[src/rtl/phase_arbiter.sv]
// phase_arbiter: round-robin phase scheduler with starvation override.
// Optional build macro PED_PRIORITY_EN: pending pedestrian always wins.
module phase_arbiter #(
  parameter logic [15:0] GREEN_TH_S = 16'd30,
  parameter logic [15:0] GREEN_N_S  = 16'd20,
  parameter logic [15:0] PED_S      = 16'd15,
  parameter int          MAX_SKIP   = 3,
  parameter logic [15:0] GAP_CYCLES = 16'd20000
) (
  input  logic        clk,
  input  logic        reset,
  input  logic        enable,
  input  logic        req_th,
  input  logic        req_nn,
  input  logic        req_ns,
  input  logic        req_ped,
  input  logic        grant_ack,
  input  logic        phase_done,
  output logic        grant_valid,
  output logic [1:0]  grant_id,
  output logic [15:0] green_seconds,
  output logic        starved,
  output logic        busy
);

  typedef enum logic [1:0] {
    S_IDLE,
    S_OFFER,
    S_BUSY,
    S_GAP
  } state_t;

  localparam logic [2:0] SKIP_MAX = 3'(MAX_SKIP);

  state_t      state_q;
  state_t      state_d;
  logic [3:0]  pend_q;
  logic [2:0]  skip_q [4];
  logic [1:0]  ptr_q;
  logic [15:0] gap_q;
  logic [1:0]  id_q;
  logic [15:0] green_q;
  logic        starved_q;

  logic [3:0]  req_vec;
  logic        accept;
  logic        load;
  logic        gap_last;
  logic [1:0]  sel_id;
  logic        sel_starved;
  logic [15:0] sel_green;
  logic [1:0]  idx;
  logic        found;

  assign req_vec  = {req_ped, req_ns, req_nn, req_th};
  assign accept   = (state_q == S_OFFER) && grant_ack;
  assign gap_last = ({1'b0, gap_q} + 17'd1) >= {1'b0, GAP_CYCLES};

  // pick next phase: starvation override first, else rotate from ptr
  always_comb begin
    sel_id      = ptr_q;
    sel_starved = 1'b0;
    found       = 1'b0;
    idx         = ptr_q;
    for (int i = 3; i >= 0; i--) begin
      if (pend_q[i] && skip_q[i] == SKIP_MAX) begin
        sel_id      = 2'(i);
        sel_starved = 1'b1;
      end
    end
    if (!sel_starved) begin
      for (int k = 0; k < 4; k++) begin
        idx = ptr_q + 2'(k);
        if (!found && pend_q[idx]) begin
          sel_id = idx;
          found  = 1'b1;
        end
      end
    end
`ifdef PED_PRIORITY_EN
    if (pend_q[3]) begin
      sel_id      = 2'd3;
      sel_starved = 1'b0;
    end
`endif
  end

  // duration lookup for the selected phase
  always_comb begin
    sel_green = GREEN_TH_S;
    unique case (1'b1)
      (sel_id == 2'd0): sel_green = GREEN_TH_S;
      (sel_id == 2'd1),
      (sel_id == 2'd2): sel_green = GREEN_N_S;
      (sel_id == 2'd3): sel_green = PED_S;
      default:          sel_green = GREEN_TH_S;
    endcase
  end

  // next-state logic for offer/run/gap sequencing
  always_comb begin
    state_d = state_q;
    load    = 1'b0;
    unique case (state_q)
      S_IDLE: begin
        if (enable && |pend_q) begin
          state_d = S_OFFER;
          load    = 1'b1;
        end
      end
      S_OFFER: begin
        if (grant_ack)    state_d = S_BUSY;
        else if (!enable) state_d = S_IDLE;
      end
      S_BUSY: begin
        if (phase_done) state_d = S_GAP;
      end
      S_GAP: begin
        if (gap_last) state_d = S_IDLE;
      end
      default: state_d = S_IDLE;
    endcase
  end

  // state register and all-red gap counter
  always_ff @(posedge clk) begin
    if (reset) begin
      state_q <= S_IDLE;
      gap_q   <= '0;
    end else begin
      state_q <= state_d;
      if (state_q == S_GAP && !gap_last) gap_q <= gap_q + 16'd1;
      else                               gap_q <= '0;
    end
  end

  // request latch, fairness counters and rotation pointer
  always_ff @(posedge clk) begin
    if (reset) begin
      pend_q <= '0;
      ptr_q  <= '0;
      for (int i = 0; i < 4; i++) skip_q[i] <= '0;
    end else begin
      if (accept) begin
        pend_q         <= pend_q | (enable ? req_vec : 4'b0);
        pend_q[id_q]   <= 1'b0;
        ptr_q          <= id_q + 2'd1;
      end else begin
        pend_q <= pend_q | (enable ? req_vec : 4'b0);
      end
      for (int i = 0; i < 4; i++) begin
        if (accept) begin
          if (id_q == 2'(i))
            skip_q[i] <= '0;
          else if (pend_q[i] && skip_q[i] < SKIP_MAX)
            skip_q[i] <= skip_q[i] + 3'd1;
        end
      end
`ifdef PED_PRIORITY_EN
      skip_q[3] <= '0;
`endif
    end
  end

  // offer registers, held outside OFFER
  always_ff @(posedge clk) begin
    if (reset) begin
      id_q      <= '0;
      green_q   <= '0;
      starved_q <= 1'b0;
    end else if (load) begin
      id_q      <= sel_id;
      green_q   <= sel_green;
      starved_q <= sel_starved;
    end
  end

  assign grant_valid   = (state_q == S_OFFER);
  assign grant_id      = id_q;
  assign green_seconds = green_q;
  assign starved       = starved_q;
  assign busy          = (state_q == S_BUSY) || (state_q == S_GAP);

endmodule

[config.mk]
export PLATFORM = sky130hd
export DESIGN_NAME = phase_arbiter
export DESIGN_NICKNAME = d
export VERILOG_FILES = /design/src/rtl/phase_arbiter.sv
export SDC_FILE = /design/constraint.sdc
export NUM_CORES = 1
export LEC_CHECK = 0
export BUFFER_PORTS_ARGS = -buffer_cell sky130_fd_sc_hd__buf_2
export CAP_MARGIN = 15
export CORE_AREA = 8 8 78 80
export CTS_CLUSTER_SIZE = 40
export DETAILED_ROUTE_END_ITERATION = 8
export DIE_AREA = 0 0 86 88
export PLACE_DENSITY = 0.79
export SLEW_MARGIN = 20
export SYNTH_ARGS = -nofsm -noshare
export SYNTH_HDL_FRONTEND = slang
export SYNTH_SLANG_ARGS = --single-unit
[constraint.sdc]
create_clock -name clk -period 2.65 [get_ports clk]
set_input_delay 0.53 -clock clk [delete_from_list [all_inputs] [get_ports clk]]
set_output_delay 0.53 -clock clk [all_outputs]
set_load 0.03 [all_outputs]
# Word level (Yosys, flattened, before mapping)
# Memories as Yosys holds them, arrays and structs flattened.
# Cells that the tools add are included.
# totals
reg_bits,43
output_inout_bits,21
rom_bits,0
latchBits,0
mem_count,1
wordCells,170
ram_bits,12
inputBits,9
# memory_table
memory,words,word_bits,rd,rd_clocked_by_memory_dff,wr,line_no,text
skip_q,4,3,4,0,4,38,logic [2:0] skip_q [4];
# op_classes
n_eq_ne,17
n_shift,0
n_mux,86
multipliers,0
reduce_logical,26
n_bitwise,12
n_lt_le_gt_ge,11
addsub,10
n_div,0
# ops
cell,n
$mux 1,55
$mux 2,14
$mux 3,8
$add 16x1->17 const B,1
$ge 17x15->1 const B,1
$add 16x1->16 const B,1
$logic_and 1x1->1,15
$lt 2x3->1 const B,5
$add 3x1->3 const B,4
$eq 2x2->1 const B,6
$eq 3x2->1 const B,4
$lt 3x2->1 const B,4
$pmux 5 s2,1
$bmux 1 s2,4
$mux 4,2
$or 1x1->1,8
$pmux 2 s4,1
$eq 2x1->1 const B,3
$ne 2x2->1 const B,3
$add 2x1->2 const B,2
$add 2x2->2 const B,2
$and 4x4->4,1
$logic_not 1->1,4
$logic_not 2->1,2
other kinds (10),11

# Depth between registers and ports, before layout
# An unclocked memory read counts as a cell.
# depth
word_depth,23
mapped_depth,10
depth_no_buf,10

# Least setup slack after synthesis
# No wires, ideal clock.
# synth_path
path_type,register -> register
startpoint,register gap_q[0]
endpoint,register gap_q[0]
t_arrival_ps,2005
setup_ps,121
path_slack_ps,523
n_path_buf,1
synth_period_minus_slack_ps,2127
path_stages_with_launch,9
t_required_ps,2529
cell_sequence,dfxtp_1 > ha_1 > nand4_4 > o41a_1 > a311oi_1 > nand4b_1 > o21bai_4 > buf_8 > nor2_1
# synth_between
elab_chain_cells,6
word_cells_on_any_way,7
cone_classes,add/sub: 2; order compare: 1; bitwise: 1; reduce/logical: 3
# synth_lines
element,line_no,text
"start, declared",40,logic [15:0] gap_q;
"start signal, assigned",132,if (state_q == S_GAP && !gap_last) gap_q <= gap_q + 16'd1;
$add 16x1->17,57,"assign gap_last = ({1'b0, gap_q} + 17'd1) >= {1'b0, GAP_CYCLES};"
$ge 17x15->1,57,
$logic_not 1->1,132,
$logic_and 1x1->1,132,
$not 1->1 (no line),--,
$reduce_or 2->1 (no line),--,
# Parallel ways exist; a longest one is shown, timed or not.
# A chain may end at the register's enable or synchronous reset.

# Worst setup path after layout
# layout_path
startpoint,register gap_q[0]
endpoint,register gap_q[4]
# Same word-level chain as after synthesis.

==> impl_metrics.py <==
metrics = {
    "worst_setup_path": {
        "critical_path_required_ns": 2.82,
        "cp-start-kind": "flip-flop",
        "cp-end-kind": "flip-flop",
        "path_cells": "ha_1 -> nand4_4 -> o41a_1 -> a311oi_1 -> nand4b_1 -> o21bai_4 -> nor2_1",
        "cpPeakStageDelay_ns": 0.46,
        "ff2ff_setup_slack_ns": 0.27,
        "worst-path-max-fanout": 13,
        "critPathArrivalTime_ns": 2.55,
        "critPathKind": "reg2reg",
        "crit_slowest_cell": "dfxtp_1",
    },
    "synth": {
        "synth_top_area_share_pct": 23.87,
        "synth_area_per_cell_um2": 8.497,
        "synth_cells": 306,
        "yosys_warnings": 0,
        "post-synth-top-area-cell": "dfxtp_1",
        "yosysMostFrequentCell": "nor2_1",
        "ys_top_cells_by_area": "dfxtp_1 (24%), edfxtp_1 (14%), ha_1 (7.7%)",
        "async_flop_share_pct": 0,
        "synth_top_flop_cell": "dfxtp_1",
        "yosys-top-cells-count": "nor2_1 (49), dfxtp_1 (31), nand2_1 (25), inv_1 (19)",
        "synth_edf_count": 12,
        "synth_cell_types": 46,
        "netlist_area_mm2": 0.002600,
        "synth-seq-cells": 43,
        "ys_seq_area_share_pct": 37.73,
    },
    "worst_hold_path": {
        "hp-class": "reg2reg",
    },
    "timing": {
        "min_period_ns": 2.380,
        "relSlewSlack_pct": 55.76,
        "max_freq_mhz": 420.1,
        "finalClockSkew_ns": 0.003501,
        "grt_setup_unrepaired": "false",
        "fin_setup_tns_ns": 0,
        "setup_viol": 0,
        "drv_slew": 0,
        "tightest_slew_ns": 0.6612,
        "timing.final.ws_setup_ns": 0.2696,
        "min_period_over_period_pct": 89.82,
        "hold_viol": 0,
    },
    "place": {
        "dp_cells": 379,
        "numPortBuffers": 18,
        "dp_slack_ns": 0.2616,
        "dp_hpwl_mm": 3.962,
        "gp_congestion": 0.9141,
    },
    "cts": {
        "cts_buffers": 5,
        "cts_hold_buf": 0,
        "post-cts-setup-buffer-count": 0,
        "clock_latency_ns": 0.29,
        "htreeDepth": 2,
        "clockRootBuffer": "clkbuf_8",
        "postCtsResizedCells": 0,
        "cts.sinks": 43,
        "tritoncts": "built",
        "clkTransAtPathRegs_ns": 0.07,
        "clockBufferDepth": 2,
    },
    "layout": {
        "drive_above_1_share_pct": 9.779,
        "area_delta_synth_final_pct": 6.160,
        "num_antenna_cells": 0,
        "nets": 341,
        "fin_util_pct": 56.19,
        "fillCellCount": 437,
        "final_cells": 387,
    },
    "global_routing": {
        "grt_pass1_wl_mm": 8.735,
        "grt_max_degree": 18,
        "grtUsageTotal_pct": 14.42,
        "gr-total-overflow": 0,
        "grt_pass1_vias": 1940,
        "antenna_found_initial": 0,
    },
    "die": {
        "rows": 26,
        "die_width_um": 86,
        "die_y_um": 88,
        "start_util_pct": 52.93,
        "core_mm2": 0.004912,
        "ioPinCount": 30,
        "die_area_mm2": 0.007568,
    },
    "power_and_ir_drop": {
        "peakVddDrop_mv": 0.2539,
        "p_per_area_mw_per_mm2": 499.6,
        "p_leak_nw": 1.069,
    },
    "route": {
        "wl_per_cell_um": 13.20,
        "ant_nets": 0,
        "drc": 0,
        "vias_per_cell": 5.385,
        "drtIter0Drc": 178,
        "dr.pass1.iters": 4,
        "via_count": 2084,
        "drt-total-wl_mm": 5.109,
    },
    "outcome": {
        "status": "complete, no violations",
    },
    "flow_run": {
        "cap_violations": 0,
    },
}
==> power breakdown <==
| part | leakage [nW] | internal (W) | total (W) | switching, W |
|---|---|---|---|---|
| Sequential | 0.377 | 0.000704 | 0.000743 | 0.0000392 |
| Clock | 0.0482 | 0.000210 | 0.000421 | 0.000211 |
| Combinational | 0.644 | 0.0000733 | 0.000215 | 0.000142 |
| Total | 1.07 | 0.000987 | 0.00138 | 0.000392 |
==> logic make-up (layout without fill, tap and decap cells) <==
group / count (synthesis) / count (layout) / synth area share (%)
xor+xnor: 15 / 15 / 5.053
compound gates: 51 / 51 / 13.62
buf+inv: 46 / 46 / 8.807
mux: 4 / 4 / 1.540
simple gates: 130 / 130 / 25.41
other cells: 1 / 12 / 0.1442
fa+ha+maj: 16 / 16 / 7.700
flops: 43 / 43 / 37.73
==> metrics by stage <==
stage,area (um2),power [W],hold WS (ns)
2_1_floorplan,2641,0.0009312,0.4736
3_3_place_gp,2669,0.0009666,0.4475
6_report,2760,0.001379,0.4906
3_5_place_dp,2669,0.0009725,0.4690
4_1_cts,2760,0.001388,0.4866
5_1_grt,2760,0.001452,0.4860
==> routing by layer <==
layer / global-route usage (%) / part of all wire [%] / vias to the layer above
li1: - / - / 1058
met1: 16.54 / 44 / 967
met2: 24.49 / 49 / 52
met3: 4.128 / 5.1 / 7
met4: 6.210 / 1.4 / 0
met5: 0 / 0 / -
==> cell type report <==
| type | instances | area, um2 | area share, % |
|---|---|---|---|
| multi-input combinational | 228 | 1431 | 51.86 |
| sequential | 43 | 980.9 | 35.54 |
| timing repair buffer | 19 | 97.59 | 3.536 |
| tap | 70 | 87.58 | 3.173 |
| clock buffer | 7 | 86.33 | 3.128 |
| inverter | 19 | 71.32 | 2.584 |
| clock inverter | 1 | 5.005 | 0.1813 |
==> layout by cell type, fill, tap and decap left out, types with 3 or more instances in the layout <==
cell type / count
a211oi_1: 9
a21oi_1: 16
a22o_1: 3
a311oi_1: 3
buf_2: 18
clkbuf_8: 6
conb_1: 12
dfxtp_1: 31
edfxtp_1: 12
ha_1: 16
inv_1: 19
mux2i_1: 4
nand2_1: 25
nand2b_1: 3
nand3_1: 6
nand3b_1: 3
nand4_1: 8
nand4b_1: 3
nor2_1: 49
nor2b_1: 9
nor3_1: 8
nor3b_1: 3
nor4_1: 3
o21ai_0: 5
o22ai_1: 3
xnor2_1: 11
xor2_1: 4
==> critical path: cells and delay by family, from the launching register on <==
kind / cells / cell delay (ns)
AOI/OAI and AO/OA: 3 / 0.96
adders and majority gates: 1 / 0.35
DFF: 1 / 0.46
and+or+nand+nor: 3 / 0.49
==> sequential cells by signal (all words and copies together), names as in the netlist, named ones only <==
name,flops
skip_q,12
state_q,1
gap_q,16
grant_id,2
green_seconds,4
pend_q,4
ptr_q,2
starved,1
==> path summary, 6_finish.rpt <==
check,from,end,depth (start not counted)
worst min-delay path,green_seconds[2],green_seconds[2],2
worst max-delay path,gap_q[0],gap_q[4],7
worst min register to register,green_seconds[2],green_seconds[2],2
worst max register to register,gap_q[0],gap_q[4],7
(Power assumes the default switching activity.)
